<file path="src/rtl/merge_arb_pkg.sv">
// Shared interconnect definitions for the native-bus merge arbiter: packed widths, field offsets
// and FSM state encodings.
package merge_arb_pkg;

  localparam logic [0:0] StIdle = 1'b0;
  localparam logic [0:0] StBusy = 1'b1;

  // Request {valid, addr, wdata, wstrb} and response {rdata, ready}, MSB first.
  localparam int unsigned ReqWstrbLsb  = 0;
  localparam int unsigned RespReadyBit = 0;
  localparam int unsigned RespRdataLsb = 1;

  function automatic int unsigned req_w(input int unsigned addr_w, input int unsigned data_w);
    return 1 + addr_w + data_w + data_w / 8;
  endfunction

  function automatic int unsigned resp_w(input int unsigned data_w);
    return data_w + 1;
  endfunction

  function automatic int unsigned req_wdata_lsb(input int unsigned data_w);
    return data_w / 8;
  endfunction

  function automatic int unsigned req_addr_lsb(input int unsigned data_w);
    return data_w + data_w / 8;
  endfunction

  function automatic int unsigned req_valid_bit(input int unsigned addr_w,
                                                input int unsigned data_w);
    return addr_w + data_w + data_w / 8;
  endfunction

endpackage

</file>
<file path="src/rtl/arb_rr.sv">
// Combinational rotating-priority arbiter: searches upward from ptr_i with wrap and returns the
// first requester as a one-hot grant and an index.
module arb_rr #(
  parameter int unsigned N    = 2,
  parameter int unsigned IdxW = 1
) (
  input  logic [N-1:0]    req_i,
  input  logic [IdxW-1:0] ptr_i,
  output logic [N-1:0]    gnt_o,
  output logic [IdxW-1:0] idx_o
);

  int unsigned     cand;
  logic [IdxW-1:0] cand_idx;
  logic            found;

  always_comb begin
    gnt_o    = '0;
    idx_o    = '0;
    found    = 1'b0;
    cand     = 0;
    cand_idx = '0;
    for (int unsigned k = 0; k < N; k++) begin
      cand = 32'(ptr_i) + k;
      if (cand >= N) begin
        cand = cand - N;
      end
      cand_idx = IdxW'(cand);
      if (!found && req_i[cand_idx]) begin
        found           = 1'b1;
        gnt_o[cand_idx] = 1'b1;
        idx_o           = cand_idx;
      end
    end
  end

endmodule

</file>
<file path="src/rtl/merge_arb.sv">
// Merges N native-bus masters onto one slave port with round-robin or fixed-priority arbitration
// and a deferred, idle-only invalidate pulse toward the slave.
module merge_arb
  import merge_arb_pkg::*;
#(
  parameter int unsigned N_MASTERS = 2,
  parameter int unsigned ADDR_W    = 32,
  parameter int unsigned DATA_W    = 32,
  parameter int unsigned RR        = 1
) (
  input  logic                                        clk,
  input  logic                                        rst,
  input  logic [N_MASTERS*req_w(ADDR_W, DATA_W)-1:0] m_req,
  output logic [N_MASTERS*resp_w(DATA_W)-1:0]        m_resp,
  output logic [req_w(ADDR_W, DATA_W)-1:0]           s_req,
  input  logic [resp_w(DATA_W)-1:0]                  s_resp,
  input  logic                                        inv_in,
  output logic                                        inv_out
);

  localparam int unsigned ReqW     = req_w(ADDR_W, DATA_W);
  localparam int unsigned RespW    = resp_w(DATA_W);
  localparam int unsigned ValidBit = req_valid_bit(ADDR_W, DATA_W);
  localparam int unsigned IdxW     = (N_MASTERS > 1) ? $clog2(N_MASTERS) : 1;

  logic [0:0]           state_q, state_d;
  logic                 inv_pend_q, inv_pend_d;
  logic                 busy, done, launch, any_valid;
  logic [N_MASTERS-1:0] m_valid;
  logic [IdxW-1:0]      grant;

  always_comb begin
    m_valid = '0;
    for (int i = 0; i < N_MASTERS; i++) begin
      m_valid[i] = m_req[i*ReqW + ValidBit];
    end
  end

  assign busy    = (state_q == StBusy);
  assign done    = busy && s_resp[RespReadyBit];
  assign inv_out = !busy && inv_pend_q;
  // A pending invalidate blocks new grants for the cycle it is issued.
  assign launch  = !busy && !inv_pend_q && any_valid;

  always_comb begin
    state_d = state_q;
    if (launch) begin
      state_d = StBusy;
    end else if (done) begin
      state_d = StIdle;
    end
    inv_pend_d = inv_in || (inv_pend_q && !inv_out);
  end

  always_ff @(posedge clk or negedge rst) begin
    if (!rst) begin
      state_q    <= StIdle;
      inv_pend_q <= 1'b0;
    end else begin
      state_q    <= state_d;
      inv_pend_q <= inv_pend_d;
    end
  end

  if (N_MASTERS > 1) begin : g_arb
    logic [IdxW-1:0]      ptr, win_idx, grant_q, grant_d;
    logic [N_MASTERS-1:0] win_oh;

    arb_rr #(
      .N    (N_MASTERS),
      .IdxW (IdxW)
    ) u_arb (
      .req_i (m_valid),
      .ptr_i (ptr),
      .gnt_o (win_oh),
      .idx_o (win_idx)
    );

    assign any_valid = |win_oh;
    assign grant     = grant_q;

    always_comb begin
      grant_d = launch ? win_idx : grant_q;
    end

    always_ff @(posedge clk or negedge rst) begin
      if (!rst) begin
        grant_q <= '0;
      end else begin
        grant_q <= grant_d;
      end
    end

    if (RR != 0) begin : g_rr
      logic [IdxW-1:0] ptr_q, ptr_d;

      always_comb begin
        ptr_d = ptr_q;
        if (done) begin
          ptr_d = (grant_q == IdxW'(N_MASTERS - 1)) ? '0 : grant_q + 1'b1;
        end
      end

      always_ff @(posedge clk or negedge rst) begin
        if (!rst) begin
          ptr_q <= '0;
        end else begin
          ptr_q <= ptr_d;
        end
      end

      assign ptr = ptr_q;
    end else begin : g_fixed
      assign ptr = '0;
    end
  end else begin : g_single
    assign any_valid = m_valid[0];
    assign grant     = '0;
  end

  always_comb begin
    s_req  = '0;
    m_resp = '0;
    for (int i = 0; i < N_MASTERS; i++) begin
      m_resp[i*RespW + RespRdataLsb +: DATA_W] = s_resp[RespRdataLsb +: DATA_W];
      if (busy && (grant == IdxW'(i))) begin
        s_req                           = m_req[i*ReqW +: ReqW];
        m_resp[i*RespW + RespReadyBit] = s_resp[RespReadyBit];
      end
    end
  end

endmodule

</file>
<file path="config.mk">
export PLATFORM = sky130hd
export DESIGN_NAME = merge_arb
export DESIGN_NICKNAME = d
export VERILOG_FILES = /design/src/rtl/merge_arb_pkg.sv /design/src/rtl/arb_rr.sv /design/src/rtl/merge_arb.sv
export SDC_FILE = /design/constraint.sdc
export NUM_CORES = 1
export LEC_CHECK = 0
export BUFFER_PORTS_ARGS = -buffer_cell sky130_fd_sc_hd__buf_2
export CORE_AREA = 8 8 113 115
export DETAILED_ROUTE_END_ITERATION = 6
export DIE_AREA = 0 0 121 123
export GPL_TIMING_DRIVEN = 0
export PLACE_DENSITY_LB_ADDON = 0.1
export SETUP_SLACK_MARGIN = 0.02
export SLEW_MARGIN = 20
export SYNTH_ARGS = -nofsm -noshare
export SYNTH_HDL_FRONTEND = slang
export SYNTH_SLANG_ARGS = --single-unit
</file>
<file path="constraint.sdc">
create_clock -name clk -period 1.1 [get_ports clk]
set_input_delay 0.055 -clock clk [delete_from_list [all_inputs] [get_ports clk]]
set_output_delay 0.055 -clock clk [all_outputs]
set_load 0.005 [all_outputs]
</file>
== Yosys cells after proc, flatten, opt, wreduce, memory -nomap -nowiden ==
Cells that the tools add are included.
W data, S select, Z words.
Storage, ports and cells
  register bits after elaboration: 4
  input port bits: 174
  output and inout bits: 136
  logic and storage cells: 55
Cells by class
  $add $sub $neg: 4
  magnitude comparators: 6
  mux-type cells: 22
  bitwise logic cells: 2
  reduce and logical (&&, ||, !) cells: 17
Operators by type and width (number)
  $mux W69: 2
  $mux W1: 16
  $logic_and A1 B1 Y1: 10
  $logic_not A1 Y1: 4
  $lt A1 B2 Y1 const B: 2
  $mux W2: 2
  $add A1 B1 Y2 const B: 1
  $demux W1 S1: 2
  $ge A1 B1 Y1 const B: 2
  $ge A1 B2 Y1 const B: 1
  $ge A2 B2 Y1 const B: 1
  $or A2 B2 Y2: 1
  $reduce_bool A2 Y1: 1
  $reduce_or A2 Y1: 1
  $sub A1 B1 Y1 const B: 2
  $add A1 B1 Y1 const B: 1
  $logic_or A1 B1 Y1: 1
  $not A1 Y1: 1

== Logic depth before layout (Yosys ltp) ==
Gate-level depths: netlist of the first run.
  depth after elaboration: 12
  mapped depth: 4
  gate-level depth less buffers: 2

== Cells and area by module ==
From an unflattened synthesis of the first run, not the netlist that was laid out.
Unflattened totals
  cell total of the unflattened synthesis: 237
  area total of the unflattened synthesis: 1946.9 um^2
By module, submodules not included
  merge_arb: instances 1, cells an instance 233, area an instance 1916.8 um^2, sequential area each 100.1 um^2
  arb_rr: instances 1, cells an instance 4, area an instance 30.0 um^2, sequential area each 0.0 um^2

== Least setup slack after synthesis of the first run ==
No wires, ideal clock.
  path kind: register -> register
  start: register state_q (netlist: busy)
  end: register inv_pend_q
  setup time: 0.118 ns
  arrival: 0.837 ns
  data required time: 0.982 ns
  path slack: 0.145 ns
  cell stages (with the launch flop): 4
  path buffers: 2
  period minus slack after synthesis: 0.955 ns
  cell sequence: dfrtp_1 -> buf_4 -> buf_2 -> a21o_1
Between the ends
  longest elaborated chain between the ends: 5
Ends and longest elaborated chain
  start, declared: RTL line merge_arb.sv:26  | logic [0:0] state_q, state_d;
  start signal, assigned: RTL line merge_arb.sv:57  | state_q <= StIdle;
  start signal, assigned: RTL line merge_arb.sv:60  | state_q <= state_d;
  $logic_not A1 Y1: RTL line merge_arb.sv:41  | assign inv_out = !busy && inv_pend_q;
  $logic_and A1 B1 Y1: RTL line merge_arb.sv:41
  $logic_not A1 Y1: RTL line merge_arb.sv:52  | inv_pend_d = inv_in || (inv_pend_q && !inv_out);
  $logic_and A1 B1 Y1: RTL line merge_arb.sv:52
  $logic_or A1 B1 Y1: RTL line merge_arb.sv:52
  net inv_pend_d: RTL line merge_arb.sv:27  | logic inv_pend_q, inv_pend_d;
  end signal, assigned: RTL line merge_arb.sv:61  | inv_pend_q <= inv_pend_d;
  end, declared: RTL line merge_arb.sv:27
The timed path passes the listed nets, and every way through them passes these cells.
A chain may end at the register's enable or synchronous reset.

== Worst setup path after layout of the first run ==
  start: register g_arb.grant_q
  end: output port s_req[7]
Between the ends
  longest elaborated chain between the ends: 4
Ends and longest elaborated chain
  start, declared: RTL line merge_arb.sv:66  | logic [IdxW-1:0] ptr, win_idx, grant_q, grant_d;
  start signal, assigned: RTL line merge_arb.sv:90  | grant_q <= grant_d;
  $not A1 Y1: RTL line merge_arb.sv:126  | if (busy && (grant == IdxW'(i))) begin
  $logic_and A1 B1 Y1: RTL line merge_arb.sv:126
  $mux W69: RTL line merge_arb.sv:126
  $mux W69 (*): RTL line merge_arb.sv:126
  end, declared: RTL line merge_arb.sv:15  | output logic [req_w(ADDR_W, DATA_W)-1:0] s_req,
Mark *: on every way between the ends. The rest lies on a longest branch, timed or not.

==> results.md, run 1 <==
* First-pass GRT wire length at 13800 µm
* CTS buffer count at 3
* Critical path class: register to output pin
* Die height at 123 µm
* Final period utilization at 124%
* Drt drc at 0
* Failing checks: setup timing
* Leak at 2.29 nW
* Compound-Gate Fraction of Synth Area at 2.00%
* Worst Max-Slew Pin Slew at 0.358 ns
* Arrival time worst endpoint at 1.31 ns
* H-tree Lvls at 1
* Synth Area in Simple Gates at 23.9%
* Mapped Cells at 233
* F_max at 731 MHz
* Sequential area share after synthesis at 5.16%
* Top cell type's share of synthesized area at 36.1%
* Crit path cell chain: buf_12 -> buf_8 -> mux2i_2 -> nor2b_1 -> buf_2
* Skew-Pair Late Insertion Delay at 0.23 ns
* Synth Net Count at 407
* Detailed placement HPWL at 8620 µm
* Largest net degree at the start of global routing at 11
* Startpoint class of the critical path: register
* Final hold viol count at 0
* Synth Warn # at 0
* Synth Cell Area at 1940 µm²
* Non-Filler Instances at 660
* Per-cell routed wire length at 14.6 µm
* Overall die width at 121 µm
* Most used DFF post-synth: dfrtp_1
* Via count at 2479
* Vias in the first global route at 2646
* Final core occ at 33.1%
* Reg clk slew, reported paths at 0.03 ns
* Max-cap viol count at 0
* Synth unique cells at 16
* Slew Limit Fails at 0
* Drt pass-1 iters at 4
* Share of flip-flops with an asynchronous set or reset at 100%
* TritonCTS clock tree: done
* Adder-Cell Fraction of Synth Area at 0%
* Hold Path Class: primary input to register
* Pwr dens at 1120 nW/µm²
* Main combinational cell family by area after synthesis: multiplexers
* Commonest cells post-synth: mux2i_1 (70), nor2b_1 (70), buf_4 (65)
* Full die area at 14900 µm²
* Antenna Cells at 0
* Initial Utilization at 17.5%
* Area growth from synthesis to layout at 88.9%
* Initial antenna violation count at 0
* Largest delay share family, worst path: buffers and inverters
* CP Capture Type: output pin
* Detailed Route Iter0 Violations at 40
* Clock Sinks at 4
* RSZ-0062 raised after global routing: true
* Tot GR Track Use at 11.5%
* Cell Rows at 39
* Setup ws final at -0.268 ns
* Worst path slowest cell: dfrtp_1
* #FFs+latches synth at 4
* Status: finished with violations
* Tmin final at 1.37 ns
* # IOs at 310
* Mean post-synth cell area at 8.32 µm²
* Root buf cell: clkbuf_16
* Highest metal used: met4
* Largest area contributor in the netlist: mux2i_1
* Relative slew slack at 76.1%
* Core footprint at 11100 µm²
* Nets at 693
* Gr ovfl total at 0
* Met1 Wirelength at 3100 µm
* Number of flops mapped to enable cells by yosys at 0
* Final hold slack at 0.00773 ns
* Maximum vdd ir drop at 0.408 mV
* DP Cell Count at 653
* Clk buf depth at 2
* Post-route ant nets at 0
* Multiplexer share of the synthesized area at 36.1%
* Final Setup Violations at 73
* Max incr delay on CP at 0.36 ns
* Worst Path Required at 1.04 ns
* Layout cells sized above 1 at 70.4%
* Routed met2 length at 5330 µm
* Crit path max fanout at 10
* Post-Synth XOR/XNOR Area at 0%
* Vias per Instance at 3.76
* Worst Path Buf+Inv at 3
* Total Wirelength at 9670 µm
* RD Place Congestion at 0.731
* PortBufs at 277
* Synth area leaders: mux2i_1 (36%), buf_4 (25%), nor2b_1 (23%)
* Fill count at 1236
* Worst Clk Skew at 0.00127 ns
* Wire length on met3 at 1150 µm
==> final timing paths <==
kind,start,cells after the start,slack [ns],endpoint
worst max-delay path,g_arb.grant_q,5,-0.27,s_req[7]
worst min-delay path,inv_in,2,0.008,inv_pend_q
worst max register to register,busy,4,-0.06,g_arb.g_rr.ptr_q
worst min register to register,g_arb.g_rr.ptr_q,1,0.49,g_arb.g_rr.ptr_q
max in group asynchronous,rst,2,0.78,busy
min in group asynchronous,rst,2,0.18,g_arb.g_rr.ptr_q
==> stage by stage <==
| stage | total power, mW | instance area [µm²] | setup WS (ns) | setup TNS [ns] |
|---|---|---|---|---|
| CTS | 4.16 | 3620 | -0.284 | -18.02 |
| floorplan | 2.35 | 1940 | 0.145 | 0 |
| finish | 4.11 | 3660 | -0.268 | -16.59 |
| detailed placement | 3.47 | 3500 | -0.165 | -5.15 |
| global route | 4.45 | 3660 | -0.343 | -21.41 |
| global placement | 3.46 | 3500 | -0.167 | -5.32 |
==> area by class of cell <==
class	count	area (µm²)	share of cell area [%]
clock buffers	3	75.1	2.05
multi-input cells	149	1210	33.1
plain buffers	80	677	18.5
repair buffers	281	1420	38.7
well taps	143	179	4.88
flip-flops and latches	4	101	2.77
==> report_power, final <==
group / leakage, nW / total (mW) / switching [mW] / internal (mW)
logic: 2.21 / 3.31 / 1.38 / 1.93
registers: 0.0462 / 0.229 / 0.0394 / 0.190
clock network: 0.0370 / 0.572 / 0.107 / 0.465
==> worst register-to-register path: stages (launching register included) <==
cell	delay [ns]
dfrtp_2	0.44
buf_4	0.15
and3b_1	0.19
buf_4	0.13
a21o_1	0.14
==> layer usage <==
| metal | track usage (%) | vias up |
|---|---|---|
| met5 | 0 | - |
| met2 | 23.0 | 148 |
| met3 | 4.52 | 7 |
| li1 | - | 1271 |
| met4 | 3.04 | 0 |
| met1 | 10.5 | 1053 |
==> layout by cell type, fill, tap and decap left out, drive strengths merged <==
cell         instances
clkbuf               6
a21o                 2
mux2i               70
a2bb2oi              1
a211oi               1
o21bai               1
dlygate4sd3          1
and3                 1
nor2b               70
nor3b                1
buf                357
nand2                1
and3b                1
dfrtp                4
==> repair_timing <==
item / 4_1_cts / 5_1_grt
gates cloned: 0 / 0
setup buffers: 0 / 3
setup endpoints to repair: 75 / 75
hold endpoints to repair: 4 / 0
resized for setup: 10 / 6
hold buffers: 1 / 0
==> logic make-up after synthesis <==
group / after synthesis
mux: 70
compound gates: 5
simple gates: 74
flops: 4
buf+inv: 80
==> sequential cells by signal, indices dropped and copies added (netlist names) <==
signal,count
busy,1
g_arb.grant_q,1
g_arb.g_rr.ptr_q,1
inv_pend_q,1
No activity file was read; power rests on OpenSTA's default activity.
==> run 2, diff against run 1 <==
Settings changed: SYNTH_HIERARCHICAL set to 1.
==> run 2 against run 1 <==
The flow still finishes with violations (setup timing). Synthesized area up 0.39%. Sequential power up 10%. Largest power group unchanged. Final area up 0.72%.
==> results.md, run 2 <==
* Synth unique cells at 17
* Layout cells sized above 1 at 70.6%
* Psw at 1.96 mW
* Crit-path most repeated cell: buf_12
* Worst Clk Skew at 0.00212 ns
* H-tree Lvls at 1
* GR peak layer: met2
* Slew Limit Fails at 0
* Mean post-synth cell area at 8.21 µm²
* Worst Path Required at 1.04 ns
* Int Pwr at 3.17 mW
* Die height at 123 µm
* Final hold viol count at 0
* Commonest cells post-synth: nor2b_1 (70), mux2i_1 (69), buf_4 (65)
* CTS buffer count at 3
* Clk network pwr share at 10.9%
* Max-cap viol count at 0
* Full die area at 14900 µm²
* First-pass GRT wire length at 13100 µm
* Switching share of power at 38.2%
* Detailed Route Iter0 Violations at 40
* Sequential Power Share at 4.9%
* Hold Path Class: primary input to register
* Vias per Instance at 3.77
* Relative slew slack at 77.0%
* Worst Max-Slew Pin Slew at 0.345 ns
* Pwr dens at 1390 nW/µm²
* Final period utilization at 125%
* Detailed placement HPWL at 8420 µm
* Drt pass-1 iters at 4
* Non-Filler Instances at 664
* Startpoint class of the critical path: register
* TNS Setup at -15.87 ns
* Largest net degree at the start of global routing at 11
* Top cell type's share of synthesized area at 35.5%
* Worst path slowest cell: dfrtp_1
* Number of flops mapped to enable cells by yosys at 0
* Mapped Cells at 237
* TritonCTS clock tree: done
* Post-route ant nets at 0
* Initial Utilization at 17.6%
* DP Cell Count at 657
* Synth Net Count at 411
* Vias in the first global route at 2563
* #FFs+latches synth at 4
* Synth Cell Area at 1950 µm²
* Overall die width at 121 µm
* Critical path class: register to output pin
* Per-cell routed wire length at 14.1 µm
* Crit path max fanout at 10
* Arrival time worst endpoint at 1.32 ns
* # IOs at 310
* F_max at 726 MHz
* Reg clk slew, reported paths at 0.03 ns
* Core footprint at 11100 µm²
* Via count at 2500
* Largest delay share family, worst path: buffers and inverters
* Most used DFF post-synth: dfrtp_1
* Synth Warn # at 6
* Maximum vdd ir drop at 0.896 mV
* Final Setup Violations at 73
* Sequential area share after synthesis at 5.14%
* Met3 usage at 3.88%
* Setup ws final at -0.277 ns
* Largest area contributor in the netlist: mux2i_1
* RD Place Congestion at 0.734
* Most common cell after layout, fill and taps aside: buf_2
* Tot GR Track Use at 10.8%
* Cell Rows at 39
* RSZ-0062 raised after global routing: true
* Share of flip-flops with an asynchronous set or reset at 100%
* Initial antenna violation count at 0
* Total Wirelength at 9350 µm
* Skew-Pair Late Insertion Delay at 0.22 ns
* Clock Sinks at 4
* Clk buf depth at 2
* Leak at 2.22 nW
* Crit path cell chain: buf_12 -> buf_12 -> mux2i_4 -> nor2b_1 -> buf_2
* Drt drc at 0
* Failing checks: setup timing
* Worst Path Buf+Inv at 3
* Synth area leaders: mux2i_1 (35%), buf_4 (25%), nor2b_1 (22%)
* CP Capture Type: output pin
* Area growth from synthesis to layout at 89.5%
* PortBufs at 277
* Status: finished with violations
* Antenna Cells at 0
* Gr ovfl total at 0
* Met1 Use GR at 11.1%
* DP Worst Slack at -0.169 ns
* Met2 usage at 21.3%
* Tmin final at 1.38 ns
* Root buf cell: clkbuf_16
* Nets at 697
* Final core occ at 33.3%
* Most frequent cells in the layout: buf_2 (278), nor2b_1 (70), mux2i_1 (68), buf_4 (67), clkbuf_4 (5)
* Top-count cell post-synth: nor2b_1
* Comb power frac at 84.2%
* Max incr delay on CP at 0.38 ns
-- run 2: power groups by stage --
| stage | registers [mW] | clock network, mW | logic, mW |
|---|---|---|---|
| global placement | 0.242 | 0 | 4.14 |
| global route | 0.257 | 0.592 | 4.72 |
| floorplan | 0.237 | 0 | 2.72 |
| finish | 0.253 | 0.560 | 4.31 |
| detailed placement | 0.244 | 0 | 4.15 |
| CTS | 0.251 | 0.573 | 4.34 |
-- run 2: path summary, 6_finish.rpt --
check	cells past startpoint	to	slack (ns)	start
max	5	s_req[25]	-0.28	g_arb.grant_q
min	2	inv_pend_q	0.02	inv_in
max reg2reg	5	g_arb.grant_q	-0.20	g_arb.g_rr.ptr_q
min reg2reg	1	inv_pend_q	0.53	inv_pend_q
max in group asynchronous	2	inv_pend_q	0.80	rst
min in group asynchronous	2	g_arb.g_rr.ptr_q	0.17	rst
-- run 2: cell type report --
class                           count  area (µm²)
Clock buffer                        3        75.1
Buffer                             80         674
Multi-Input combinational cell    151        1230
Fill cell                        1227        7390
Tap cell                          143         179
Inverter                            2        7.51
Sequential cell                     4         100
Timing Repair Buffer              281        1420
-- run 2: kinds of logic after synthesis --
group / share of synthesized area, %
AO/OA/AOI/OAI: 2.51
buffers and inverters: 32.6
flip-flops: 5.14
multiplexers: 36.1
AND/OR/NAND/NOR: 23.7
-- run 2: timing repair --
action	CTS	global route
hold buffers	1	0
buffers inserted	1	2
pin swaps	0	2
setup endpoints to repair	73	74
gates cloned	0	0
hold endpoints to repair	4	0
gates resized for setup	16	7
-- run 2: stage by stage --
step,instance area (µm²),power [mW],hold WS (ns)
final,3690,5.13,0.0212
after global routing,3690,5.57,0.0194
after CTS,3650,5.16,0.0201
after detailed placement,3520,4.40,-0.134
after global placement,3520,4.39,-0.133
after floorplan,1950,2.96,-0.241
-- run 2: metal layers --
metal	part of all wire [%]	up-vias
li1	-	1280
met1	35	1073
met2	55	145
met3	10	2
met4	0.15	0
met5	0	-
